**src/rtl/pipe_stall_ctrl.sv**
```systemverilog
// rtl/pipe_stall_ctrl.sv - pipeline stall merge, exception flush sequencing and stall watchdog
// Optional performance counters are built when PIPE_STALL_PERF_CNT_EN is defined.

module pipe_stall_ctrl #(
   parameter logic [31:0] EXC_VECTOR = 32'h00000020,
   parameter int unsigned MAX_STALL  = 16
) (
   input  logic        clk,
   input  logic        rst,
   input  logic        stallreq_if,
   input  logic        stallreq_id,
   input  logic        stallreq_ex,
   input  logic        stallreq_mem,
   input  logic [31:0] excepttype,
   input  logic [31:0] cp0_epc,
   output logic [5:0]  stall,
   output logic        flush,
   output logic [31:0] new_pc,
   output logic        stall_timeout
`ifdef PIPE_STALL_PERF_CNT_EN
   ,
   output logic [31:0] perf_stall_cycles,
   output logic [15:0] perf_flush_count
`endif
);

   typedef enum logic {ST_RUN = 1'b0, ST_PEND = 1'b1} state_t;

   localparam logic [31:0] EXC_ERET     = 32'h0000000e;
   localparam logic [5:0]  STALL_MEM    = 6'b011111;
   localparam logic [5:0]  STALL_EX     = 6'b001111;
   localparam logic [5:0]  STALL_ID     = 6'b000111;
   localparam logic [5:0]  STALL_IF     = 6'b000011;
   localparam logic [15:0] WD_MAX       = 16'(MAX_STALL);

   state_t      state;
   state_t      state_nxt;
   logic [31:0] pend_type;
   logic [31:0] pend_epc;
   logic [15:0] wd_cnt;
   logic [15:0] wd_cnt_nxt;
   logic        exc_now;

   // eret returns to EPC; every other exception enters the common handler
   function automatic logic [31:0] redirect_target(input logic [31:0] code, input logic [31:0] epc);
      return (code == EXC_ERET) ? epc : EXC_VECTOR;
   endfunction

   assign exc_now = (excepttype != 32'h0);

   // state register
   always_ff @(posedge clk) begin
      if (rst) begin
         state <= ST_RUN;
      end else begin
         state <= state_nxt;
      end
   end

   // next state: defer an exception while the data bus is busy, release it once the bus frees
   always_comb begin
      state_nxt = state;
      case (state)
         ST_RUN:  if (exc_now && stallreq_mem) state_nxt = ST_PEND;
         ST_PEND: if (!stallreq_mem)           state_nxt = ST_RUN;
         default: state_nxt = ST_RUN;
      endcase
   end

   // outputs: flush dominates all stall requests; reset forces everything quiet
   always_comb begin
      stall  = 6'b000000;
      flush  = 1'b0;
      new_pc = 32'h0;
      if (!rst) begin
         case (state)
            ST_RUN: begin
               if (exc_now && !stallreq_mem) begin
                  flush  = 1'b1;
                  new_pc = redirect_target(excepttype, cp0_epc);
               end else if (stallreq_mem) begin
                  stall = STALL_MEM;
               end else if (stallreq_ex) begin
                  stall = STALL_EX;
               end else if (stallreq_id) begin
                  stall = STALL_ID;
               end else if (stallreq_if) begin
                  stall = STALL_IF;
               end
            end
            ST_PEND: begin
               if (stallreq_mem) begin
                  stall = STALL_MEM;
               end else begin
                  flush  = 1'b1;
                  new_pc = redirect_target(pend_type, pend_epc);
               end
            end
            default: begin
               stall = 6'b000000;
            end
         endcase
      end
   end

   // capture the oldest exception when it has to wait for the data bus
   always_ff @(posedge clk) begin
      if (rst) begin
         pend_type <= 32'h0;
         pend_epc  <= 32'h0;
      end else if (state == ST_RUN && exc_now && stallreq_mem) begin
         pend_type <= excepttype;
         pend_epc  <= cp0_epc;
      end
   end

   // watchdog count of consecutive stalled cycles, saturating at the limit
   always_comb begin
      wd_cnt_nxt = 16'h0;
      if (stall != 6'b000000 && !flush) begin
         wd_cnt_nxt = (wd_cnt >= WD_MAX) ? WD_MAX : wd_cnt + 16'd1;
      end
   end

   // watchdog register and sticky timeout flag
   always_ff @(posedge clk) begin
      if (rst) begin
         wd_cnt        <= 16'h0;
         stall_timeout <= 1'b0;
      end else begin
         wd_cnt <= wd_cnt_nxt;
         if (wd_cnt_nxt == WD_MAX) begin
            stall_timeout <= 1'b1;
         end
      end
   end

`ifdef PIPE_STALL_PERF_CNT_EN
   // free-running performance counters, wrapping naturally
   always_ff @(posedge clk) begin
      if (rst) begin
         perf_stall_cycles <= 32'h0;
         perf_flush_count  <= 16'h0;
      end else begin
         if (stall != 6'b000000) perf_stall_cycles <= perf_stall_cycles + 32'd1;
         if (flush)              perf_flush_count  <= perf_flush_count + 16'd1;
      end
   end
`endif

endmodule

```
**config.mk**
```make
export PLATFORM = sky130hd
export DESIGN_NAME = pipe_stall_ctrl
export DESIGN_NICKNAME = d
export VERILOG_FILES = /design/src/rtl/pipe_stall_ctrl.sv
export SDC_FILE = /design/constraint.sdc
export NUM_CORES = 1
export LEC_CHECK = 0
export CORE_ASPECT_RATIO = 1.25
export CORE_MARGIN = 2
export CORE_UTILIZATION = 40
export CTS_BUF_LIST = sky130_fd_sc_hd__clkbuf_2 sky130_fd_sc_hd__clkbuf_4 sky130_fd_sc_hd__clkbuf_8
export DETAILED_ROUTE_END_ITERATION = 12
export GPL_ROUTABILITY_DRIVEN = 1
export PLACE_DENSITY_LB_ADDON = 0.05
export SLEW_MARGIN = 5
export SYNTH_ARGS = -nofsm -noshare
export SYNTH_HDL_FRONTEND = slang
export SYNTH_SLANG_ARGS = --single-unit
```
**constraint.sdc**
```tcl
create_clock -name clk -period 4.82 [get_ports clk]
set_input_delay 1.446 -clock clk [delete_from_list [all_inputs] [get_ports clk]]
set_output_delay 1.446 -clock clk [all_outputs]
set_load 0.005 [all_outputs]
```
# [Word level (Yosys, flattened, before mapping)]
# Cells that the tools add are included.
[totals] memories=0 regBits=82 mem_bits_rw=0 romBits=0 wordCells=43 input_bits=70 latch_bits=0
[op_classes] n_mul=0 n_div=0 n_eq_ne=3 bitwise_logic=1 add_sub_neg=1 shifts=0 n_reduce_logical=9 n_lt_le_gt_ge=1 mux=23
[op_table] cell="32-bit two-way mux" count=5
[op_table] cell="32-bit by 4-bit == test with 1-bit output (second input constant)" count=2
[op_table] cell="32-bit case mux with 2 select lines" count=1
[op_table] cell="16-bit two-way mux" count=2
[op_table] cell="32-bit nonzero test" count=1
[op_table] cell="16-bit by 1-bit adder with 16-bit output (second input constant)" count=1
[op_table] cell="16-bit by 5-bit == test with 1-bit output (second input constant)" count=1
[op_table] cell="16-bit by 5-bit greater-or-equal comparator with 1-bit output (second input constant)" count=1
[op_table] cell="5-bit two-way mux" count=3
[op_table] cell="6-bit case mux with 2 select lines" count=1
[op_table] cell="6-bit two-way mux" count=1
[op_table] cell="6-bit nonzero test" count=1
[op_table] cell="1-bit logical AND" count=5
[op_table] cell="1-bit two-way mux" count=5
[op_table] cell="4-bit two-way mux" count=1
[op_table] cell="1-bit case mux with 2 select lines" count=2
[op_table] cell="3-bit two-way mux" count=1
[op_table] cell="1-bit logical NOT" count=2
[op_table] cell="2-bit two-way mux" count=1
[op_table] cell="1-bit NOT" count=1

# [Longest topological paths before layout]
# Gate-level depths: netlist (run 1).
[logic_depth] depth_word=11 mapped_depth=7 mapped_depth_nobuf=6

# [Least setup slack after synthesis (run 1)]
# OpenSTA, ideal clock, no wires.
[synth_timing] path_kind="input-to-output" from="in excepttype[19]" to="out stall[2]" arrival_time_ns=2.651 path_slack_ns=0.723 cell_stages=4 t_required_ns=3.374 path_buffers=0 path_cell_list="nor4_2 > nand4_2 > or3_4 > o41ai_2"
[synth_between] elab_chain_len=5
[synth_rtl] element="from (decl)" line_no="14" text="input logic [31:0] excepttype,"
[synth_rtl] element="32-bit nonzero test" line_no="49" text="assign exc_now = (excepttype != 32'h0);"
[synth_rtl] element="1-bit logical AND" line_no="78" text="if (exc_now && !stallreq_mem) begin"
[synth_rtl] element="5-bit two-way mux" line_no="78"
[synth_rtl] element="6-bit case mux with 2 select lines" line_no="76" text="case (state)"
[synth_rtl] element="6-bit two-way mux" line_no="75" text="if (!rst) begin"
[synth_rtl] element="to (decl)" line_no="16" text="output logic [5:0] stall,"
# No other way between the ends. The select of a mux whose other input is x is not followed.

# [Worst setup path in the final report (run 1)]
[layout_timing] from="in excepttype[16]" to="out flush"
[layout_between] elab_chain_len=5
[layout_rtl] element="32-bit nonzero test" line_no="49"
[layout_rtl] element="1-bit logical AND" line_no="78"
[layout_rtl] element="1-bit two-way mux" line_no="78"
[layout_rtl] element="1-bit case mux with 2 select lines" line_no="76"
[layout_rtl] element="1-bit two-way mux" line_no="75"
[layout_rtl] element="to (decl)" line_no="17" text="output logic flush,"
# No other way between the ends.

==> results of run 1 <==
## worst paths after layout
kind                        to  cells after the start
setup / recovery         flush                      8
hold / removal       wd_cnt[0]                      1
setup reg to reg  pend_type[3]                      4
hold reg to reg      wd_cnt[0]                      1
## layer usage
| metal | vias to the layer above | global-route usage [%] | share of wire, % |
|---|---|---|---|
| li1 | 2910 | - | - |
| met4 | 0 | 10.46 | 2.1 |
| met1 | 2981 | 31.99 | 40 |
| met5 | - | 0 | 0 |
| met3 | 30 | 4.089 | 6.9 |
| met2 | 255 | 44.59 | 51 |
## cell usage in the layout (no fill, tap or decap), drive strengths merged, types with 3 or more instances in the layout
| cell type | netlist | final |
|---|---|---|
| dlygate4sd2 | 0 | 55 |
| o21ai | 34 | 34 |
| clkbuf | 59 | 12 |
| nor3b | 61 | 61 |
| conb | 1 | 12 |
| buf | 34 | 88 |
| clkdlybuf4s50 | 0 | 40 |
| nand4 | 66 | 66 |
| and4 | 4 | 4 |
| nor2 | 10 | 10 |
| dlymetal6s2s | 0 | 7 |
| a211oi | 8 | 8 |
| nor3 | 3 | 3 |
| nor4 | 16 | 16 |
| a21oi | 36 | 36 |
| a32oi | 32 | 32 |
| o311ai | 29 | 29 |
| clkinv | 0 | 3 |
| nand3 | 126 | 126 |
| dfxtp | 82 | 82 |
| and3 | 32 | 32 |
| nor4b | 3 | 3 |
| inv | 33 | 36 |
## cell families (layout without fill, tap and decap cells)
family                   count (synthesis)  count (layout)  synth area share, %
adder cells (fa/ha/maj)                  2               2               0.4700
XOR/XNOR                                 3               3               0.4936
flip-flops                              82              82                30.83
AO/OA/AOI/OAI                          144             144                18.64
other                                    1              12              0.07044
AND/OR/NAND/NOR                        332             332                39.30
buffers and inverters                  126             246                10.20
## layout make-up
cell class                 count  area, um2  area share (%)
multi-input combinational    493       3327           44.89
timing repair buffer         197       1918           25.88
sequential                    82       1642           22.15
tap                          171      214.0           2.887
clock buffer                   9      123.9           1.671
inverter                      33      123.9           1.671
clock inverter                 7      62.56          0.8442
## registers in the layout (all words and copies together) (netlist names)
name,flops
pend_epc,32
pend_type,32
stall_timeout,1
state,1
wd_cnt,16
## metrics by stage
step / total power, mW / hold slack [ns] / instance area (um2) / setup TNS (ns) / worst slack (ns)
after CTS: 1.534 / 0.5251 / 7337 / 0 / 0.006148
after global routing: 1.599 / 0.5507 / 7411 / 0 / 0.002528
after detailed placement: 1.042 / 0.5019 / 6716 / -9.290 / -0.3772
final: 1.530 / 0.5200 / 7411 / 0 / 0.07267
after global placement: 1.036 / 0.4885 / 6716 / -8.127 / -0.3560
after floorplan: 0.9080 / 0.4659 / 5365 / 0 / 0.7228
## repair_timing
| item | in CTS | in global routing |
|---|---|---|
| gates resized for setup | 95 | 18 |
| setup buffers | 25 | 5 |
| endpoints found under the setup margin | 37 | 10 |
| endpoints found under the hold margin | 0 | 0 |
| gates cloned | 6 | 0 |
| pin swaps | 11 | 10 |
## Yosys cell counts (3+ instances only)
library cell / n
nand3_1: 126
and4_1: 4
buf_4: 7
buf_2: 23
inv_1: 33
nor4_4: 3
a21oi_1: 36
clkbuf_1: 59
a32oi_1: 32
nor3_1: 3
nor2_1: 9
o21ai_0: 34
a211oi_1: 8
nand4_1: 63
nor4_2: 3
and3_1: 32
nor3b_1: 61
nor4_1: 10
dfxtp_1: 82
o311ai_0: 29
nor4b_1: 3
## worst max-delay path, cell delays in order
cell and delay (ns):
dlygate4sd2_1 0.26, nor4_4 0.33, buf_4 0.16, and4_4 0.27, buf_12 0.16, a311oi_2 0.09
buf_4 0.15, clkdlybuf4s50_1 0.43
## power by group through the flow
stage               sequential [mW]  combinational (mW)  clock (mW)
floorplan                     0.765               0.143           0
global placement              0.773               0.263           0
detailed placement            0.775               0.267           0
CTS                           0.760               0.269       0.505
global route                  0.768               0.295       0.536
finish                        0.763               0.273       0.494
==> metrics, run 1 <==
Cell variety after synth=44; Power Density=206.4 mW/mm2; Post-Syn Area=0.005324 mm2; synthesis-stage register bit count=82; global-route wire length before repair=30.19 mm; Synthesis Warnings=0; DIE WIDTH=107.2 um; total CTS buffers=9; status=complete, no violations; Peak Freq=210.6 MHz; Final HPWL DP=10.95 mm; CTS tree=yes; Max Slew Vio Count=0; core area=0.01311 mm2; hold path start=wd_cnt[0]; peak supply drop=0.0001221 V; clock sink total=82; CP Launch Type=input port; relative slew slack=33.97%; worst r2r src=state; Slew @ Worst Pin=0.9904 ns; Starting DRT DRC Count=391; Post-synth EDFFs=0; clk slew on worst S/H paths=0.09 ns; fin crit share=98.49%; Port Buffers=108; Site Rows=47; vias=6176; Layout Skew=0.006788 ns; Req. time, crit path=3.37 ns; Tot GR Track Use=25.93%; critical path data arrival time=3.30 ns; syn avg cell area=7.716 um2; CTS max path bufs=2; grt total ovfl=0; # hold bufs at CTS=0; Layout Utilization=56.51%; share of cells above drive strength 1=17.42%; Psw=0.4801 mW; latest clock arrival within the worst-skew pair=0.37 ns; DRT Pass-1 Iters=5; Initial Util=40.60%; reg2reg setup slack=2.46 ns; Routed wire per std cell=18.78 um; Gate power share=17.8%; LEAKAGE=2.946 nW; CP Launch Point=excepttype[16]; worst hold path class=flop to flop; synth top area cells=dfxtp_1 31%, nand3_1 12%, nor3b_1 8.6%; Final ANT Viol Nets=0; Seq/Total Area, Yosys=30.83%; Clock Power Share=32.3%; switching share of total power=31.38%; top fanout value on the critical path=14; Max Cap Viol=0; largest net degree at the start of global routing=94; DRC=0; Synth async-reset ratio=0%; H-tree Lvls=3; WL final=18.63 mm; initial antenna violation count=0; Yosys top cell by area=dfxtp_1; placed cells=940; Yosys top cell area share=30.83%; # nets final=888; Area growth syn-to-layout=39.20%; clock root buffer=clkbuf_8; ANT cells=0; internal power=1.050 mW; unrepaired setup endpoints after global routing=no; ys flop type=dfxtp_1; Worst Path Class, Setup=input port to output port; vias in the first global route=6062; Die ar.=0.01425 mm2; Final Non-Filler Cells=992; Flop pwr share=49.9%; cells after synthesis=690; Via density=6.226; Fin. Hold Viols=0; Die Y=133.0 um; Top-Level Pins=110; # fillers=1243; Worst Setup End Kind=output port; GPL Wtd Cong=0.7744; Final min period=4.747 ns; setup violators final=0
(Power assumes the default switching activity.)
==> inputs of run 2 (changes only) <==
- CORE_MARGIN: 2 -> 5
- clock period: 4.82 -> 6 ns (I/O delays scaled with it)
==> run 2 against run 1 <==
- sequential power decreased by 20%
- die area rose by 10%
- sequential share of layout area is 1.9 points higher
- cell area down 7.9%
- non-clock buffer count decreased by 54
- global-route usage shrank 4.3 points
- core utilization decreased by 4.7 points
- power is 21% lower
- setup slack better by 0.10 ns
- final cell count is 5.4% lower
- register-to-register slack improved by 1.0 ns
- clock skew fell by 0.00069 ns
==> metrics, run 2 (synthesis gave the netlist of run 1 again) <==
status=complete, no violations (unchanged); initial antenna violation count=0 (unchanged); top fanout value on the critical path=28 (was 14); CP Launch Type=input port (unchanged); Final min period=5.827 ns; ANT cells=0 (unchanged); Final HPWL DP=10.86 mm (was 10.95 mm); Req. time, crit path=4.20 ns (was 3.37 ns); clock root buffer=clkbuf_8 (unchanged); relative slew slack=18.26% (was 33.97%); metal3 WL=909 um (was 1.289 mm); Flop pwr share=50.7% (was 49.9%); DIE WIDTH=113.2 um (was 107.2 um); Die Y=139.0 um (was 133.0 um); WL met1=7.729 mm (was 7.539 mm); core area=0.01317 mm2 (was 0.01311 mm2); Layout Skew=0.006095 ns (was 0.006788 ns); Die ar.=0.01573 mm2 (was 0.01425 mm2); worst hold path class=flop to flop (unchanged); CTS max path bufs=2 (unchanged); Max Cap Viol=0 (unchanged); total CTS buffers=9 (unchanged); most frequent cells in the layout=126 x nand3_1, 106 x clkdlybuf4s50_1, 82 x dfxtp_1 (was 125 x nand3_1, 82 x dfxtp_1, 74 x buf_4); GPL Wtd Cong=0.7529 (was 0.7744); hold path start=wd_cnt[14] (was wd_cnt[0]); worst r2r src=state (unchanged); leading cell type in the layout, fill and taps excluded=nand3_1 (unchanged); Worst Path Class, Setup=input port to output port (unchanged); critical path data arrival time=4.03 ns (was 3.30 ns); Clock Power Share=31.8% (was 32.3%); Via density=6.259 (was 6.226); Routed wire per std cell=18.77 um (was 18.78 um); Power Density=176.7 mW/mm2 (was 206.4 mW/mm2); internal power=0.8398 mW (was 1.050 mW); # hold bufs at CTS=0 (unchanged); CP Launch Point=excepttype[5] (was excepttype[16]); Fin. Hold Viols=0 (unchanged); share of cells above drive strength 1=9.518% (was 17.42%); largest net degree at the start of global routing=94 (unchanged); Peak Freq=171.6 MHz; global-route wire length before repair=28.84 mm (was 30.19 mm); Max Used Layer=met4 (unchanged); biggest regs=pend_epc: 32 flops, pend_type: 32 flops, wd_cnt: 16 flops (unchanged); Tot GR Track Use=21.67% (was 25.93%); setup violators final=0 (unchanged); Slew @ Worst Pin=1.226 ns (was 0.9904 ns); Max Slew Vio Count=0 (unchanged); clk slew on worst S/H paths=0.09 ns (about the same); DRT Pass-1 Iters=5 (unchanged); vias in the first global route=5808 (was 6062); fin crit share=97.12%; vias=5871 (was 6176); Hold WS=0.5104 ns (was 0.5200 ns); Setup Total Neg Slack=0 ns (unchanged); # nets final=834 (was 888); latest clock arrival within the worst-skew pair=0.35 ns (was 0.37 ns); # fillers=1310 (was 1243); Gate power share=17.5% (was 17.8%); DRC=0 (unchanged); WL final=17.60 mm (was 18.63 mm); Worst Setup End Kind=output port (unchanged); Initial Util=40.42% (was 40.60%); peak supply drop=0.00009854 V (was 0.0001221 V); Final ANT Viol Nets=0 (unchanged); clock sink total=82 (unchanged); Site Rows=47 (unchanged); Psw=0.3656 mW (was 0.4801 mW); Area growth syn-to-layout=28.16% (was 39.20%); Port Buffers=108 (unchanged); grt total ovfl=0 (unchanged); DR WL met2=8.664 mm (was 9.419 mm); H-tree Lvls=3 (unchanged); switching share of total power=30.33% (was 31.38%); Starting DRT DRC Count=476 (was 391); unrepaired setup endpoints after global routing=no (unchanged); Top-Level Pins=110 (unchanged); LEAKAGE=2.331 nW (was 2.946 nW); CTS tree=yes (unchanged)
-- run 2: cell types whose count changed in the layout (fill, tap and decap cells not counted), sizes merged --
cell | before | now
clkdlybuf4s50 | 40 | 106
dlygate4sd2 | 55 | 0
buf | 88 | 35
dlymetal6s2s | 7 | 1
bufbuf | 2 | 0
clkbuf | 12 | 10
clkdlybuf4s15 | 2 | 0
clkinv | 3 | 1
clkinvlp | 1 | 2
inv | 36 | 37
-- run 2: worst paths after layout --
kind / endpoint / slack (ns) / depth (start not counted)
worst min register to register: wd_cnt[1] / 0.51 / 3
worst max-delay path: new_pc[12] / 0.17 / 7
worst max register to register: pend_type[2] / 3.51 / 4
worst min-delay path: wd_cnt[1] / 0.51 / 3
-- run 2: final cells by class --
| class | count | area (um2) | share of cell area [%] |
|---|---|---|---|
| clock buffer | 9 | 123.9 | 1.816 |
| clock inverter | 7 | 58.81 | 0.8619 |
| inverter | 33 | 123.9 | 1.816 |
| multi-input combinational | 493 | 3212 | 47.08 |
| sequential | 82 | 1642 | 24.06 |
| tap | 171 | 214.0 | 3.136 |
| timing repair buffer | 143 | 1449 | 21.24 |
-- run 2: routing by layer --
layer	global-route usage (%)	vias up
met5	0	-
met4	7.215	0
met3	2.575	19
met2	37.27	198
met1	27.97	2867
li1	-	2787
-- run 2: worst max-delay path, cell delays in order --
cell             delay [ns]
clkdlybuf4s50_1        0.47
nor4_4                 0.37
and4_4                 0.35
buf_12                 0.20
nand4_1                0.10
a21oi_1                0.18
clkdlybuf4s50_1        0.54
-- run 2: metrics by stage --
step / area [um2] / worst slack [ns] / total power [mW] / cells / utilization (%)
detailed placement: 6576 / 0.07973 / 0.8313 / 918 / 49.92
floorplan: 5365 / 1.195 / 0.7295 / 701 / -
global placement: 6576 / 0.09746 / 0.8252 / 918 / 49.92
global route: 6823 / 0.01000 / 1.261 / 938 / 51.80
CTS: 6759 / 0.07568 / 1.216 / 934 / 51.31
finish: 6823 / 0.1731 / 1.205 / 938 / 51.80
-- run 2: timing repair --
item                       in CTS  in global routing
gates resized for setup         0                  4
buffers inserted                0                  3
setup endpoints to repair       0                 13
hold endpoints to repair        0                  0
-- run 2: power by group through the flow --
stage,sequential [mW],combinational (mW),clock (mW)
finish,0.611,0.211,0.383
global route,0.615,0.229,0.416
CTS,0.610,0.210,0.396
detailed placement,0.622,0.209,0
global placement,0.620,0.206,0
floorplan,0.614,0.115,0
==> inputs of run 3 (changes only) <==
- DONT_BUFFER_PORTS: default -> 1
==> run 3 against run 2 <==
- sequential power about the same
- clock-buffer cell count did not move
- cell area fell by 19%
- maximum frequency rose by 12%
- non-clock buffer count down 124
- clock power about the same
- register-to-register slack better by 0.21 ns
- first-iteration DRC count grew 11%
- core utilization is 10 points lower
- clock skew grew 0.0030 ns
- critical path depth decreased by 2
==> metrics, run 3 (synthesis gave the netlist of run 1 again) <==
Top-Level Pins=110 (unchanged); placed cells=798 (was 918); Max Slew Vio Count=0 (unchanged); Gate power share=11.5% (was 17.5%); Starting DRT DRC Count=530 (was 476); DRC=0 (unchanged); Die ar.=0.01573 mm2 (unchanged); reg2reg setup slack=3.72 ns (was 3.51 ns); Psw=0.3336 mW (was 0.3656 mW); latest clock arrival within the worst-skew pair=0.36 ns (was 0.35 ns); overall power=1.120 mW (was 1.205 mW); Fin. Hold Viols=0 (unchanged); share of cells above drive strength 1=8.554% (was 9.518%); ANT cells=0 (unchanged); Final Non-Filler Cells=814 (was 938); Final HPWL DP=10.49 mm (was 10.86 mm); Worst Hold Path EP=wd_cnt[1] (unchanged); post-cts sizing count=0 (unchanged); # fillers=1382 (was 1310); hold path start=wd_cnt[14] (unchanged); # hold bufs at CTS=0 (unchanged); status=complete, no violations (unchanged); Multi-input gate area=0.003199 mm2 (was 0.003212 mm2); Area growth syn-to-layout=3.525% (was 28.16%); Flop pwr share=54.5% (was 50.7%); Design Area, Final=0.005512 mm2 (was 0.006823 mm2); peak supply drop=0.00009873 V (was 0.00009854 V); biggest regs=pend_epc: 32 flops, pend_type: 32 flops, wd_cnt: 16 flops (unchanged); vias in the first global route=5101 (was 5808); Worst Setup End Kind=output port (unchanged); Final ANT Viol Nets=0 (unchanged); core area=0.01317 mm2 (unchanged); largest net degree at the start of global routing=132 (was 94); total CTS buffers=9 (unchanged); Site Rows=47 (unchanged); vias=5318 (was 5871); hold depth=3 (unchanged); Setup Total Neg Slack=0 ns (unchanged); critical path data arrival time=3.41 ns (was 4.03 ns); leading cell type in the layout, fill and taps excluded=nand3_1 (unchanged); Max Cap Viol=0 (unchanged); global-route wire length before repair=27.70 mm (was 28.84 mm); dpl ws=0.8170 ns (was 0.07973 ns); FF-to-FF End=pend_type[1] (was pend_type[2]); initial antenna violation count=0 (unchanged); DIE WIDTH=113.2 um (unchanged); Die Y=139.0 um (unchanged); setup ws final=0.7895 ns (was 0.1731 ns); CP Launch Type=input port (unchanged); Routed wire per std cell=21.17 um (was 18.77 um); CTS max path bufs=2 (unchanged); clk slew on worst S/H paths=0.09 ns (about the same); R2R cell count=4 (unchanged); CTS tree=yes (unchanged); grt total ovfl=0 (unchanged); dpl cell area=0.005334 mm2 (was 0.006576 mm2); Initial Util=40.42% (unchanged); setup violators final=0 (unchanged); clock root buffer=clkbuf_8 (unchanged); unrepaired setup endpoints after global routing=no (unchanged); top fanout value on the critical path=43 (was 28); Final min period=5.210 ns (was 5.827 ns); Peak Freq=191.9 MHz (was 171.6 MHz); H-tree Lvls=3 (unchanged); internal power=0.7867 mW (was 0.8398 mW); Via density=6.533 (was 6.259); clock sink total=82 (unchanged); Port Buffers=0 (was 108); switching share of total power=29.78% (was 30.33%); Slew @ Worst Pin=1.199 ns (was 1.226 ns); Req. time, crit path=4.20 ns (about the same); worst r2r src=state (unchanged); # nets final=710 (was 834); WL final=17.24 mm (was 17.60 mm); DRT Pass-1 Iters=5 (unchanged); Layout Skew=0.009099 ns (was 0.006095 ns); Clock Power Share=34.0% (was 31.8%); fin crit share=86.84% (was 97.12%); GPL Wtd Cong=0.7733 (was 0.7529); Tot GR Track Use=21.25% (was 21.67%); relative slew slack=20.09% (was 18.26%); LEAKAGE=1.801 nW (was 2.331 nW); Reg area=0.001642 mm2 (unchanged); most frequent cells in the layout=126 x nand3_1, 82 x dfxtp_1, 63 x nand4_1 (was 126 x nand3_1, 106 x clkdlybuf4s50_1, 82 x dfxtp_1); worst hold path class=flop to flop (unchanged); Power Density=203.3 mW/mm2 (was 176.7 mW/mm2); Worst Path Class, Setup=input port to output port (unchanged); postcts setup bufs=0 (unchanged)
run 3: cell type report:
| cell class | instances | share of cell area (%) |
|---|---|---|
| well taps | 171 | 3.882 |
| multi-input cells | 493 | 58.05 |
| clock inverters | 7 | 0.9762 |
| inverters | 33 | 2.247 |
| flip-flops and latches | 82 | 29.78 |
| clock buffers | 9 | 2.247 |
| repair buffers | 19 | 2.815 |
run 3: stage by stage:
step                      hold slack [ns]  utilization, %
after CTS                          0.5204           41.84
after detailed placement           0.5044           40.49
after global placement             0.4886           40.49
final                              0.5138           41.84
after floorplan                    0.4659               -
after global routing               0.5472           41.84
run 3: routing by layer:
metal / up-vias / track usage [%] / share of wire [%]
met2: 179 / 35.27 / 49
li1: 2536 / - / -
met4: 0 / 7.595 / 1.8
met5: - / 0 / 0
met1: 2579 / 27.57 / 43
met3: 24 / 3.710 / 6.2
run 3: how the worst max path moves through the flow:
| stage | startpoint | end | slack (ns) | depth (start not counted) |
|---|---|---|---|---|
| floorplan | excepttype[19] | stall[2] | 1.19 | 4 |
| global placement | excepttype[16] | new_pc[0] | 0.84 | 5 |
| detailed placement | excepttype[16] | new_pc[17] | 0.82 | 5 |
| CTS | excepttype[16] | new_pc[17] | 0.80 | 5 |
| global route | excepttype[16] | new_pc[15] | 0.71 | 5 |
| finish | excepttype[16] | new_pc[8] | 0.79 | 5 |
run 3: power by group through the flow:
stage	Combinational, mW	Clock, mW	Sequential, mW
finish	0.129	0.381	0.611
CTS	0.129	0.393	0.610
detailed placement	0.128	0	0.623
global placement	0.126	0	0.621
global route	0.143	0.412	0.616
floorplan	0.115	0	0.614
run 3: critical path: stages:
cell and delay (ns):
nor4_2 0.39, and4_4 0.57, buf_12 0.28, nand4_1 0.13, a21oi_1 0.20
